--- config.mk ---
export PLATFORM = sky130hd
export DESIGN_NAME = seg7_to_bcd_rx
export DESIGN_NICKNAME = d
export VERILOG_FILES = /design/src/rtl/seg7_pkg.sv /design/src/rtl/seg7_decode.sv /design/src/rtl/seg7_to_bcd_rx.sv
export SDC_FILE = /design/constraint.sdc
export NUM_CORES = 1
export LEC_CHECK = 0
export ABC_AREA = 1
export BUFFER_PORTS_ARGS = -buffer_cell sky130_fd_sc_hd__clkbuf_2
export CAP_MARGIN = 10
export CORE_MARGIN = 8
export CORE_UTILIZATION = 50
export DETAILED_ROUTE_END_ITERATION = 16
export GPL_TIMING_DRIVEN = 0
export PLACE_DENSITY = 0.76
export SLEW_MARGIN = 20
export SYNTH_ARGS = -nofsm -noshare
export SYNTH_HDL_FRONTEND = slang
export SYNTH_SLANG_ARGS = --single-unit
--- constraint.sdc ---
create_clock -name clk -period 1.9 [get_ports clk]
set_input_delay 0.19 -clock clk [delete_from_list [all_inputs] [get_ports clk]]
set_output_delay 0.19 -clock clk [all_outputs]
set_load 0.005 [all_outputs]
--- src/rtl/seg7_pkg.sv ---
// Shared constants for the seven-segment receiver: legal digit patterns,
// the blank terminator and the receiver FSM states.
package seg7_pkg;

    // Bit order is {g,f,e,d,c,b,a}; a 1 means the segment is lit.
    localparam logic [6:0] SEG_0     = 7'h3F;
    localparam logic [6:0] SEG_1     = 7'h06;
    localparam logic [6:0] SEG_2     = 7'h5B;
    localparam logic [6:0] SEG_3     = 7'h4F;
    localparam logic [6:0] SEG_4     = 7'h66;
    localparam logic [6:0] SEG_5     = 7'h6D;
    localparam logic [6:0] SEG_6     = 7'h7C;
    localparam logic [6:0] SEG_7     = 7'h07;
    localparam logic [6:0] SEG_8     = 7'h7F;
    localparam logic [6:0] SEG_9     = 7'h67;
    localparam logic [6:0] SEG_BLANK = 7'h00;

    typedef enum logic {
        COLLECT = 1'b0,
        HOLD    = 1'b1
    } rx_state_e;

endpackage

--- src/rtl/seg7_decode.sv ---
// Purely combinational pattern decoder: maps one segment pattern to a BCD
// digit and flags whether it is a legal digit or the blank terminator.
module seg7_decode
    import seg7_pkg::*;
(
    input  logic [6:0] seg_i,
    output logic [3:0] digit_o,
    output logic       legal_o,
    output logic       blank_o
);

    // Anything not listed (including near-miss variants such as a 6 with
    // segment a lit) falls through to illegal.
    always_comb begin
        digit_o = 4'd0;
        legal_o = 1'b1;
        blank_o = 1'b0;
        case (seg_i)
            SEG_0:     digit_o = 4'd0;
            SEG_1:     digit_o = 4'd1;
            SEG_2:     digit_o = 4'd2;
            SEG_3:     digit_o = 4'd3;
            SEG_4:     digit_o = 4'd4;
            SEG_5:     digit_o = 4'd5;
            SEG_6:     digit_o = 4'd6;
            SEG_7:     digit_o = 4'd7;
            SEG_8:     digit_o = 4'd8;
            SEG_9:     digit_o = 4'd9;
            SEG_BLANK: begin
                legal_o = 1'b0;
                blank_o = 1'b1;
            end
            default:   legal_o = 1'b0;
        endcase
    end

endmodule

--- src/rtl/seg7_to_bcd_rx.sv ---
// Collects a stream of seven-segment digit patterns into a packed BCD word,
// first digit most significant, and hands the word out on a ready/valid port.
module seg7_to_bcd_rx
    import seg7_pkg::*;
#(
    parameter int DIGITS = 4
) (
    input  logic                  clk,
    input  logic                  reset,
    input  logic [6:0]            seg_in,
    input  logic                  seg_valid,
    output logic                  seg_ready,
    output logic [4*DIGITS-1:0]   bcd_out,
    output logic                  bcd_valid,
    input  logic                  bcd_ready,
    output logic                  err
);

    localparam int              CW         = $clog2(DIGITS + 1);
    localparam logic [CW-1:0]   FULL_COUNT = CW'(DIGITS);

    rx_state_e             state_q, state_d;
    logic [4*DIGITS-1:0]   word_q, word_d;
    logic [CW-1:0]         count_q, count_d;
    logic                  err_q, err_d;

    logic [3:0]            digit;
    logic                  legal;
    logic                  blank;
    logic [CW-1:0]         countInc;
    logic                  accept;

    seg7_decode u_decode (
        .seg_i   (seg_in),
        .digit_o (digit),
        .legal_o (legal),
        .blank_o (blank)
    );

    // Handshake outputs come straight from state so no input reaches them.
    assign seg_ready = (state_q == COLLECT);
    assign bcd_valid = (state_q == HOLD);
    assign bcd_out   = word_q;
    assign err       = err_q;

    assign accept   = seg_valid && (state_q == COLLECT);
    assign countInc = count_q + CW'(1);

    always_ff @(posedge clk) begin
        if (reset) begin
            state_q <= COLLECT;
            word_q  <= '0;
            count_q <= '0;
            err_q   <= 1'b0;
        end else begin
            state_q <= state_d;
            word_q  <= word_d;
            count_q <= count_d;
            err_q   <= err_d;
        end
    end

    // Shifting left leaves zeros above a short word, so an early blank
    // naturally yields a right-aligned result.
    always_comb begin
        state_d = state_q;
        word_d  = word_q;
        count_d = count_q;
        err_d   = 1'b0;
        case (state_q)
            COLLECT: begin
                if (accept) begin
                    if (legal) begin
                        word_d      = word_q << 4;
                        word_d[3:0] = digit;
                        count_d     = countInc;
                        if (countInc == FULL_COUNT) begin
                            state_d = HOLD;
                        end
                    end else if (blank) begin
                        if (count_q != '0) begin
                            state_d = HOLD;
                        end
                    end else begin
                        err_d   = 1'b1;
                        word_d  = '0;
                        count_d = '0;
                    end
                end
            end
            HOLD: begin
                if (bcd_ready) begin
                    state_d = COLLECT;
                    word_d  = '0;
                    count_d = '0;
                end
            end
            default: begin
                state_d = COLLECT;
                word_d  = '0;
                count_d = '0;
            end
        endcase
    end

endmodule

==> impl_metrics.env, run 1 <==
export IMPL_outcome="completed"
export IMPL_sequentialPowerShare_pct=56.5
export IMPL_rsz0062_at_grt="false"
export IMPL_synthArstFlopShare_pct=0
export IMPL_setup_reg_to_reg_worst_slack_ns=0.35
export IMPL_antenna_violating_nets_post_route=0
export IMPL_post_route_cells_drive_above_1_share_pct=25.38
export IMPL_globalRouteOverflowTotal=0
export IMPL_via_per_inst=5.076
export IMPL_grtUsageTotal_pct=13.78
export IMPL_report_final_hold_viol_count=0
export IMPL_grt_antenna_before_repair=0
export IMPL_fin_nets=212
export IMPL_numClockSinks=21
export IMPL_design_die_area_mm2=0.004010
export IMPL_endpoint_kind="register"
export IMPL_yosysWarnings=0
export IMPL_slew_of_the_pin_with_the_lowest_slew_margin_ns=0.3438
export IMPL_finalWorstPathRequiredPeriod_ns=1.553
export IMPL_worstPathRequired_ns=2.15
export IMPL_cts_hold_fix_buffers=0
export IMPL_finalSetupViolations=0
export IMPL_vdd_ir_drop_max_v=0.0004669
export IMPL_synth_seq_area_share_pct=37.54
export IMPL_num_io_pins=30
export IMPL_gp_congestion=0.8639
export IMPL_post_synth_top_cells="sky130_fd_sc_hd__nand2_1 (44), sky130_fd_sc_hd__dfxtp_1 (21), sky130_fd_sc_hd__a21oi_1 (20), sky130_fd_sc_hd__o21ai_0 (20), sky130_fd_sc_hd__nor2_1 (15)"
export IMPL_cap_violations=0
export IMPL_critPathMaxFanout=10
export IMPL_multiInputGateArea_um2=605.6
export IMPL_floorplan_die_width_um=63.33
export IMPL_initial_core_util_pct=51.61
export IMPL_cts_buffer_depth=2
export IMPL_worstSkewPairLatency_ns=0.31
export IMPL_crit_type="reg2reg"
export IMPL_r2r_cells=6
export IMPL_sw_ratio_pct=29.57
export IMPL_synth_largest_area_cell="sky130_fd_sc_hd__dfxtp_1"
export IMPL_timing_fmax_ghz=0.6441
export IMPL_power_combinational_fraction_pct=17.9
export IMPL_synth_seq_cells=21
export IMPL_cts_clk_slew_worst_paths_ns=0.12
export IMPL_number_of_synthesized_flops_with_an_enable_pin=0
export IMPL_syn_to_final_growth_pct=18.55
export IMPL_postCtsSetupRepairBufs=0
export IMPL_htree_num_levels=1
export IMPL_drt_total_wl_um=2767
export IMPL_cts_resized_gates=0
export IMPL_n_fill_cell=225
export IMPL_cts_made_buffers=3
export IMPL_die_y_um=63.33
export IMPL_routed_wire_length_per_instance_um=12.30
export IMPL_global_route_wire_length_before_repair_um=4685
export IMPL_yosys_most_used_dff="sky130_fd_sc_hd__dfxtp_1"
export IMPL_grt_max_degree=13
export IMPL_timing_max_transition_violations_final=0
export IMPL_clock_power_share_pct=25.7
export IMPL_area_of_the_mapped_netlist_mm2=0.001120
export IMPL_hold_path_end="bcd_valid"
export IMPL_vias_in_the_first_global_route=1103
export IMPL_storage_element_area_um2=420.4
export IMPL_port_buffer_count=29
export IMPL_num_vias=1142
export IMPL_synth_top_cells_by_area="sky130_fd_sc_hd__dfxtp_1 (38%), sky130_fd_sc_hd__nand2_1 (15%), sky130_fd_sc_hd__a21oi_1 (8.9%)"
export IMPL_cts_root_buf="sky130_fd_sc_hd__clkbuf_4"
export IMPL_timing_setup_tns_ns=0
export IMPL_timing_hold_worst_start="reset"
export IMPL_final_instance_count_excl_fill=225
export IMPL_power_density_mw_per_mm2=651.0
export IMPL_worst_setup_path_start_kind="register"
export IMPL_drt_iter0_drc=73
export IMPL_synth_top_cell_area_share_pct=37.54
export IMPL_hold_path_class="in2reg"
export IMPL_skew_ns=0.001206
export IMPL_synth_avg_cell_area_um2=6.828
export IMPL_firstDrtPassIters=4
export IMPL_antenna_diode_count=0
export IMPL_tritoncts="done"
export IMPL_r2r_end="bcd_out[13]"
export IMPL_drc=0
export IMPL_row_count=17
export IMPL_worst_slew_margin_rel_pct=77.08
export IMPL_post_route_period_util_pct=81.72
export IMPL_r2r_start="bcd_valid"
export IMPL_syn_nets=178
export IMPL_post_synth_top_count_cell="sky130_fd_sc_hd__nand2_1"
export IMPL_arrival_ns=1.80
export IMPL_detailed_place_hpwl_um=2094
export IMPL_cellInternalPower_mw=0.6087
export IMPL_core_area_mm2=0.002170
export IMPL_placed_cells=221
export IMPL_netlist_cell_type_count=24
export IMPL_p_leak_nw=0.6428
export IMPL_holdPathStages=2
export IMPL_gate_count_of_the_mapped_netlist=164
export IMPL_power_dissipated_by_switching_net_loads_mw=0.2556
==> area by class of cell <==
type / instances / share of cell area, %
Multi-Input combinational cell: 123 / 45.62
Sequential cell: 21 / 31.67
Timing Repair Buffer: 29 / 10.93
Inverter: 15 / 4.430
Buffer: 5 / 2.639
Tap cell: 28 / 2.639
Clock buffer: 3 / 1.697
Clock inverter: 1 / 0.3770
==> power groups by stage <==
stage                     Combinational (mW)  Clock [mW]  Sequential (mW)
after global placement                 0.149           0            0.495
after detailed placement               0.154           0            0.497
after floorplan                       0.0890           0            0.497
after global routing                   0.176       0.234            0.492
final                                  0.154       0.222            0.488
after CTS                              0.155       0.224            0.487
==> worst max-delay path by stage <==
stage	from	to	slack, ns	cells after the start
floorplan	bcd_valid	bcd_out[5]	0.65	6
finish	bcd_valid	bcd_out[13]	0.35	6
global placement	seg_in[0]	bcd_out[3]	0.38	10
CTS	bcd_valid	bcd_out[5]	0.35	6
detailed placement	seg_in[0]	bcd_out[5]	0.33	10
global route	bcd_valid	bcd_out[12]	0.17	6
==> metal layers <==
layer	part of all wire [%]	wire length (um)	track usage (%)
met1	48	1325	15.83
met2	46	1259	23.83
met3	5.2	145	3.534
met4	1.3	37	5.014
met5	0	0	0
==> flip-flops by register name, summed over array words and instances, names as in the netlist <==
register / count
bcd_valid: 1
bcd_out: 16
count_q: 3
err: 1
==> cells in the final DEF, fill, tap and decap left out, types with 3 or more instances in the layout <==
| master | Yosys | layout |
|---|---|---|
| sky130_fd_sc_hd__inv_1 | 14 | 14 |
| sky130_fd_sc_hd__a21oi_1 | 20 | 20 |
| sky130_fd_sc_hd__ha_1 | 3 | 3 |
| sky130_fd_sc_hd__clkbuf_4 | 0 | 3 |
| sky130_fd_sc_hd__o21ai_0 | 20 | 20 |
| sky130_fd_sc_hd__nand2_2 | 4 | 4 |
| sky130_fd_sc_hd__dfxtp_1 | 21 | 21 |
| sky130_fd_sc_hd__nor2_1 | 15 | 15 |
| sky130_fd_sc_hd__nand2_1 | 44 | 44 |
| sky130_fd_sc_hd__clkbuf_2 | 0 | 29 |
| sky130_fd_sc_hd__nor2_2 | 5 | 5 |
==> worst max-delay path, stage by stage, from the launching register on <==
cell	delay, ns
sky130_fd_sc_hd__dfxtp_1	0.38
sky130_fd_sc_hd__inv_1	0.19
sky130_fd_sc_hd__nand2_1	0.16
sky130_fd_sc_hd__a21oi_4	0.29
sky130_fd_sc_hd__buf_4	0.22
sky130_fd_sc_hd__o21ai_0	0.09
sky130_fd_sc_hd__a21oi_1	0.15
==> logic make-up (layout without fill, tap and decap cells) <==
group           count (synthesis)  count (layout)  share of synthesized area [%]
xor+xnor                        1               1                         0.7823
compound gates                 42              42                          19.78
simple gates                   77              77                          30.17
buf+inv                        20              53                          8.379
flops                          21              21                          37.54
fa+ha+maj                       3               3                          3.352
==> stage by stage <==
step	setup WS, ns	hold WS (ns)	instance area (um2)	utilization (%)	power, mW
floorplan	0.6467	0.2591	1120	-	0.5858
global placement	0.3826	0.3847	1300	59.92	0.6445
detailed placement	0.3262	0.4021	1300	59.92	0.6514
CTS	0.3498	0.06482	1328	61.19	0.8665
global route	0.1743	0.07828	1328	61.19	0.9016
finish	0.3474	0.05961	1328	61.19	0.8643
No activity file was read; power rests on OpenSTA's default activity.
==> run 2: changes to the inputs <==
--- a/config.mk
+++ b/config.mk
@@ -9,10 +9,10 @@
 export BUFFER_PORTS_ARGS = -buffer_cell sky130_fd_sc_hd__clkbuf_2
 export CAP_MARGIN = 10
 export CORE_MARGIN = 8
-export CORE_UTILIZATION = 50
+export CORE_UTILIZATION = 46
 export DETAILED_ROUTE_END_ITERATION = 16
 export GPL_TIMING_DRIVEN = 0
-export PLACE_DENSITY = 0.76
+export PLACE_DENSITY = 0.74
 export SLEW_MARGIN = 20
 export SYNTH_ARGS = -nofsm -noshare
 export SYNTH_HDL_FRONTEND = slang
==> constraint.sdc (replaced) <==
create_clock -name clk -period 1.3 [get_ports clk]
set_input_delay 0.13 -clock clk [delete_from_list [all_inputs] [get_ports clk]]
set_output_delay 0.13 -clock clk [all_outputs]
set_load 0.005 [all_outputs]
==> run 2 against run 1 <==
Routed wire length is 13% higher. Final cell count up 4.9%. Highest routed layer unchanged. Sequential share of layout area fell by 2.4 points. Die area grew 6.5%.
==> impl_metrics.env, run 2 (synthesis results as in run 1) <==
export IMPL_n_fill_cell=227
export IMPL_syn_to_final_growth_pct=29.61
export IMPL_hold_path_class="in2reg"
export IMPL_fin_nets=221
export IMPL_initial_core_util_pct=46.91
export IMPL_firstDrtPassIters=4
export IMPL_slowest_stage="sky130_fd_sc_hd__dfxtp_4"
export IMPL_number_of_flip_flops_under_the_largest_register_name=16
export IMPL_power_density_mw_per_mm2=900.6
export IMPL_gp_congestion=0.8599
export IMPL_post_route_cells_drive_above_1_share_pct=31.55
export IMPL_die_y_um=65.34
export IMPL_layout_cells_most_common="sky130_fd_sc_hd__nand2_1"
export IMPL_r2r_start="bcd_valid"
export IMPL_preCtsSetupSlack_ns=-0.2730
export IMPL_globalRouteOverflowTotal=0
export IMPL_setup_reg_to_reg_worst_slack_ns=0.09
export IMPL_antenna_diode_count=0
export IMPL_grt_antenna_before_repair=0
export IMPL_worst_slew_margin_rel_pct=76.10
export IMPL_critPathMaxFanout=8
export IMPL_vias_in_the_first_global_route=1207
export IMPL_finalSetupViolations=0
export IMPL_worstPathRequired_ns=1.54
export IMPL_drt_total_wl_um=3114
export IMPL_routed_wire_length_per_instance_um=13.19
export IMPL_row_count=18
export IMPL_outcome="completed"
export IMPL_antenna_violating_nets_post_route=0
export IMPL_design_die_area_mm2=0.004269
export IMPL_multiInputGateArea_um2=619.3
export IMPL_drc=0
export IMPL_grt_max_degree=13
export IMPL_grtUsageTotal_pct=14.87
export IMPL_cpLargestDelayFamily="flip-flops"
export IMPL_global_route_wire_length_before_repair_um=5168
export IMPL_endpoint_kind="register"
export IMPL_cts_buffer_depth=2
export IMPL_r2r_cells=7
export IMPL_finalWorstPathRequiredPeriod_ns=1.208
export IMPL_num_io_pins=30
export IMPL_hold_path_end="bcd_valid"
export IMPL_num_vias=1237
export IMPL_worstSkewPairLatency_ns=0.30
export IMPL_worst_path_buf_inv=3
export IMPL_layout_common_cells="sky130_fd_sc_hd__nand2_1 (42), sky130_fd_sc_hd__clkbuf_2 (29), sky130_fd_sc_hd__o21ai_0 (19), sky130_fd_sc_hd__a21oi_1 (19), sky130_fd_sc_hd__dfxtp_1 (19)"
export IMPL_timing_max_transition_violations_final=0
export IMPL_storage_element_area_um2=425.4
export IMPL_worstPathCellList="inv_4 > nand2_2 > a21oi_4 > buf_12 > buf_6 > o21ai_0 > a21oi_1"
export IMPL_holdPathStages=3
export IMPL_cts_made_buffers=3
export IMPL_report_final_hold_viol_count=0
export IMPL_timing_hold_worst_start="bcd_ready"
export IMPL_post_route_period_util_pct=92.92
export IMPL_tritoncts="done"
export IMPL_p_leak_nw=0.6994
export IMPL_layout_core_utilization_pct=60.80
export IMPL_floorplan_die_width_um=65.34
export IMPL_core_area_mm2=0.002387
export IMPL_via_per_inst=5.242
export IMPL_crit_type="reg2reg"
export IMPL_port_buffer_count=29
export IMPL_slew_of_the_pin_with_the_lowest_slew_margin_ns=0.3586
export IMPL_postLayoutSetupSlackWorst_ns=0.09204
export IMPL_r2r_end="bcd_out[5]"
export IMPL_numClockSinks=21
export IMPL_vdd_ir_drop_max_v=0.0005172
export IMPL_worst_setup_path_start_kind="register"
export IMPL_cpPeakStageDelay_ns=0.39
export IMPL_cts_clk_slew_worst_paths_ns=0.12
export IMPL_htree_num_levels=1
export IMPL_cts_root_buf="sky130_fd_sc_hd__clkbuf_4"
export IMPL_arrival_ns=1.45
export IMPL_total_power_mw=1.307
export IMPL_skew_ns=0.003976
export IMPL_detailed_place_hpwl_um=2184
export IMPL_drt_iter0_drc=65
export IMPL_timing_fmax_ghz=0.8278
export IMPL_cap_violations=0
==> run 2: worst max-delay path by stage <==
stage               cells past startpoint      start          end
floorplan                               6  bcd_valid   bcd_out[5]
detailed placement                     10  seg_in[0]  bcd_out[12]
CTS                                     6  bcd_valid  bcd_out[12]
global route                           13  seg_in[5]  bcd_out[12]
global placement                       10  seg_in[0]   bcd_out[3]
finish                                  7  bcd_valid   bcd_out[5]
==> run 2: layout make-up <==
class	count	area share [%]
Clock inverter	1	0.3448
Multi-Input combinational cell	123	42.67
Buffer	5	3.103
Timing Repair Buffer	38	16.21
Sequential cell	21	29.31
Tap cell	30	2.586
Clock buffer	3	1.552
Inverter	15	4.224
==> run 2: worst reg2reg max path, cell delays in order, from the launching register on <==
cell	delay, ns
sky130_fd_sc_hd__dfxtp_4	0.39
sky130_fd_sc_hd__inv_4	0.06
sky130_fd_sc_hd__nand2_2	0.07
sky130_fd_sc_hd__a21oi_4	0.15
sky130_fd_sc_hd__buf_12	0.14
sky130_fd_sc_hd__buf_6	0.13
sky130_fd_sc_hd__o21ai_0	0.08
sky130_fd_sc_hd__a21oi_1	0.14
==> run 2: metal layers <==
layer / vias to the layer above / share of wire [%] / track usage, %
met5: - / 0 / 0
met2: 37 / 49 / 26.08
met3: 4 / 6.0 / 4.252
met1: 576 / 43 / 16.55
li1: 620 / - / -
met4: 0 / 1.1 / 5.722
==> run 2: stage by stage <==
step | setup TNS, ns | area (um2) | hold WS (ns) | cells
after floorplan | 0 | 1120 | 0.1991 | 164
after global placement | -2.358 | 1303 | 0.3251 | 223
after detailed placement | -3.654 | 1303 | 0.3342 | 223
after CTS | 0 | 1384 | 0.07973 | 232
after global routing | -0.004658 | 1451 | 0.1112 | 236
final | 0 | 1451 | 0.1021 | 236
==> run 2: timing repair <==
| action | 4_1_cts | 5_1_grt |
|---|---|---|
| endpoints found under the setup margin | 20 | 18 |
| hold buffers | 1 | 0 |
| cloned | 1 | 0 |
| hold endpoints to repair | 1 | 0 |
| pin swaps | 1 | 1 |
| buffers inserted | 3 | 4 |
| gates resized for setup | 9 | 9 |
==> run 2: power breakdown <==
group	total, mW	switching [mW]	internal, mW
Combinational	0.277	0.151	0.126
Sequential	0.713	0.0297	0.683
Clock	0.317	0.202	0.115
==> run 3: changes to the inputs <==
--- a/config.mk
+++ b/config.mk
@@ -12,6 +12,7 @@
 export CORE_UTILIZATION = 46
 export DETAILED_ROUTE_END_ITERATION = 16
 export GPL_TIMING_DRIVEN = 0
+export HOLD_SLACK_MARGIN = 0.15
 export PLACE_DENSITY = 0.74
 export SLEW_MARGIN = 20
 export SYNTH_ARGS = -nofsm -noshare
==> run 3 against run 2 <==
Sequential share of layout area decreased by 0.40 points. Via count increased by 0.49%. Total power increased by 0.34%. Largest cell class unchanged. Routed wire length about the same. Register-to-register slack about the same. Utilization increased by 0.84 points. Sequential power about the same. Non-clock buffer count increased by 2. Worst setup slack improved by 0.00086 ns. Final cell count increased by 0.85%.
==> impl_metrics.env, run 3 (synthesis results as in run 1) <==
export IMPL_worst_setup_path_start_kind="register"
export IMPL_design_die_area_mm2=0.004269
export IMPL_number_of_flip_flops_under_the_largest_register_name=16
export IMPL_layout_common_cells="sky130_fd_sc_hd__nand2_1 (42), sky130_fd_sc_hd__clkbuf_2 (29), sky130_fd_sc_hd__o21ai_0 (19), sky130_fd_sc_hd__a21oi_1 (19), sky130_fd_sc_hd__dfxtp_1 (19)"
export IMPL_drt_total_wl_um=3117
export IMPL_cts_buffer_depth=2
export IMPL_cts_clk_slew_worst_paths_ns=0.12
export IMPL_detailed_place_hpwl_um=2184
export IMPL_timing_max_transition_violations_final=0
export IMPL_finalWorstPathRequiredPeriod_ns=1.207
export IMPL_num_vias=1243
export IMPL_final_instance_count_excl_fill=238
export IMPL_worstPathCellList="inv_4 > nand2_2 > a21oi_4 > buf_12 > buf_6 > o21ai_0 > a21oi_1"
export IMPL_layout_cells_most_common="sky130_fd_sc_hd__nand2_1"
export IMPL_initial_core_util_pct=46.91
export IMPL_worstSkewPairLatency_ns=0.30
export IMPL_drt_iter0_drc=58
export IMPL_drc=0
export IMPL_cts_root_buf="sky130_fd_sc_hd__clkbuf_4"
export IMPL_routed_wire_length_per_instance_um=13.10
export IMPL_finalSetupViolations=0
export IMPL_firstDrtPassIters=4
export IMPL_layout_core_utilization_pct=61.64
export IMPL_vdd_ir_drop_max_v=0.0005175
export IMPL_tritoncts="done"
export IMPL_antenna_violating_nets_post_route=0
export IMPL_worst_slew_margin_rel_pct=76.10
export IMPL_numClockSinks=21
export IMPL_die_y_um=65.34
export IMPL_cts_made_buffers=3
export IMPL_cap_violations=0
export IMPL_power_density_mw_per_mm2=891.3
export IMPL_timing_hold_ws_ns=0.2206
export IMPL_total_power_mw=1.311
export IMPL_post_layout_instance_area_mm2=0.001471
export IMPL_grt_max_degree=13
export IMPL_syn_to_final_growth_pct=31.40
export IMPL_report_final_hold_viol_count=0
export IMPL_globalRouteOverflowTotal=0
export IMPL_hold_path_class="in2reg"
export IMPL_worstPathRequired_ns=1.54
export IMPL_port_buffer_count=29
export IMPL_htree_num_levels=1
export IMPL_core_area_mm2=0.002387
export IMPL_post_route_period_util_pct=92.85
export IMPL_num_io_pins=30
export IMPL_vias_in_the_first_global_route=1220
export IMPL_via_per_inst=5.223
export IMPL_grtUsageTotal_pct=14.94
export IMPL_post_route_cells_drive_above_1_share_pct=31.25
export IMPL_slew_of_the_pin_with_the_lowest_slew_margin_ns=0.3586
export IMPL_timing_setup_tns_ns=0
export IMPL_timing_fmax_ghz=0.8284
export IMPL_postLayoutSetupSlackWorst_ns=0.09290
export IMPL_preCtsSetupSlack_ns=-0.2730
export IMPL_antenna_diode_count=0
export IMPL_fin_nets=223
export IMPL_slowest_stage="sky130_fd_sc_hd__dfxtp_4"
export IMPL_row_count=18
export IMPL_endpoint_kind="register"
export IMPL_placed_cell_area_mm2=0.001303
export IMPL_placed_cells=223
export IMPL_crit_type="reg2reg"
export IMPL_gp_congestion=0.8599
export IMPL_p_leak_nw=0.7078
export IMPL_skew_ns=0.003998
export IMPL_floorplan_die_width_um=65.34
export IMPL_arrival_ns=1.45
export IMPL_cpPeakStageDelay_ns=0.39
export IMPL_grt_antenna_before_repair=0
export IMPL_critPathMaxFanout=8
export IMPL_outcome="completed"
export IMPL_global_route_wire_length_before_repair_um=5195
-- run 3: metal layers --
metal / routed length [um] / up-vias / part of all wire (%) / GRT usage (%)
met2: 1553 / 37 / 50 / 26.32
li1: - / 624 / - / -
met1: 1339 / 578 / 43 / 16.55
met5: 0 / - / 0 / 0
met3: 188 / 4 / 6.0 / 4.252
met4: 35 / 0 / 1.1 / 5.722
-- run 3: path summary, 6_finish.rpt --
path,startpoint,endpoint,slack (ns),cells after the start
worst min register to register,bcd_out[7],bcd_out[11],0.48,2
worst min-delay path,seg_valid,bcd_valid,0.22,5
worst max-delay path,bcd_valid,bcd_out[5],0.09,7
worst max register to register,bcd_valid,bcd_out[5],0.09,7
-- run 3: layout make-up --
class	count	area, um2
plain buffers	5	45.04
clock buffers	3	22.52
clock inverters	1	5.005
fillers	224	915.9
inverters	15	61.31
multi-input cells	123	619.3
flip-flops and latches	21	425.4
well taps	30	37.54
repair buffers	40	255.2
-- run 3: critical path, delay by kind of cell, from the launching register on --
family / cells / cell delay (ns)
DFF: 1 / 0.39
AOI/OAI and AO/OA: 3 / 0.37
buffers and inverters: 3 / 0.32
and+or+nand+nor: 1 / 0.07
-- run 3: repair_timing --
| action | 4_1_cts | 5_1_grt |
|---|---|---|
| endpoints found under the hold margin | 1 | 0 |
| gates cloned | 1 | 0 |
| hold buffers | 3 | 0 |
| pin swaps | 1 | 1 |
| gates resized for setup | 9 | 9 |
| buffers inserted | 3 | 4 |
| setup endpoints to repair | 20 | 18 |
-- run 3: power by group --
group,switching [mW],internal (mW),total [mW]
registers,0.0297,0.683,0.713
clock network,0.202,0.115,0.317
logic,0.152,0.130,0.282
total,0.383,0.928,1.31
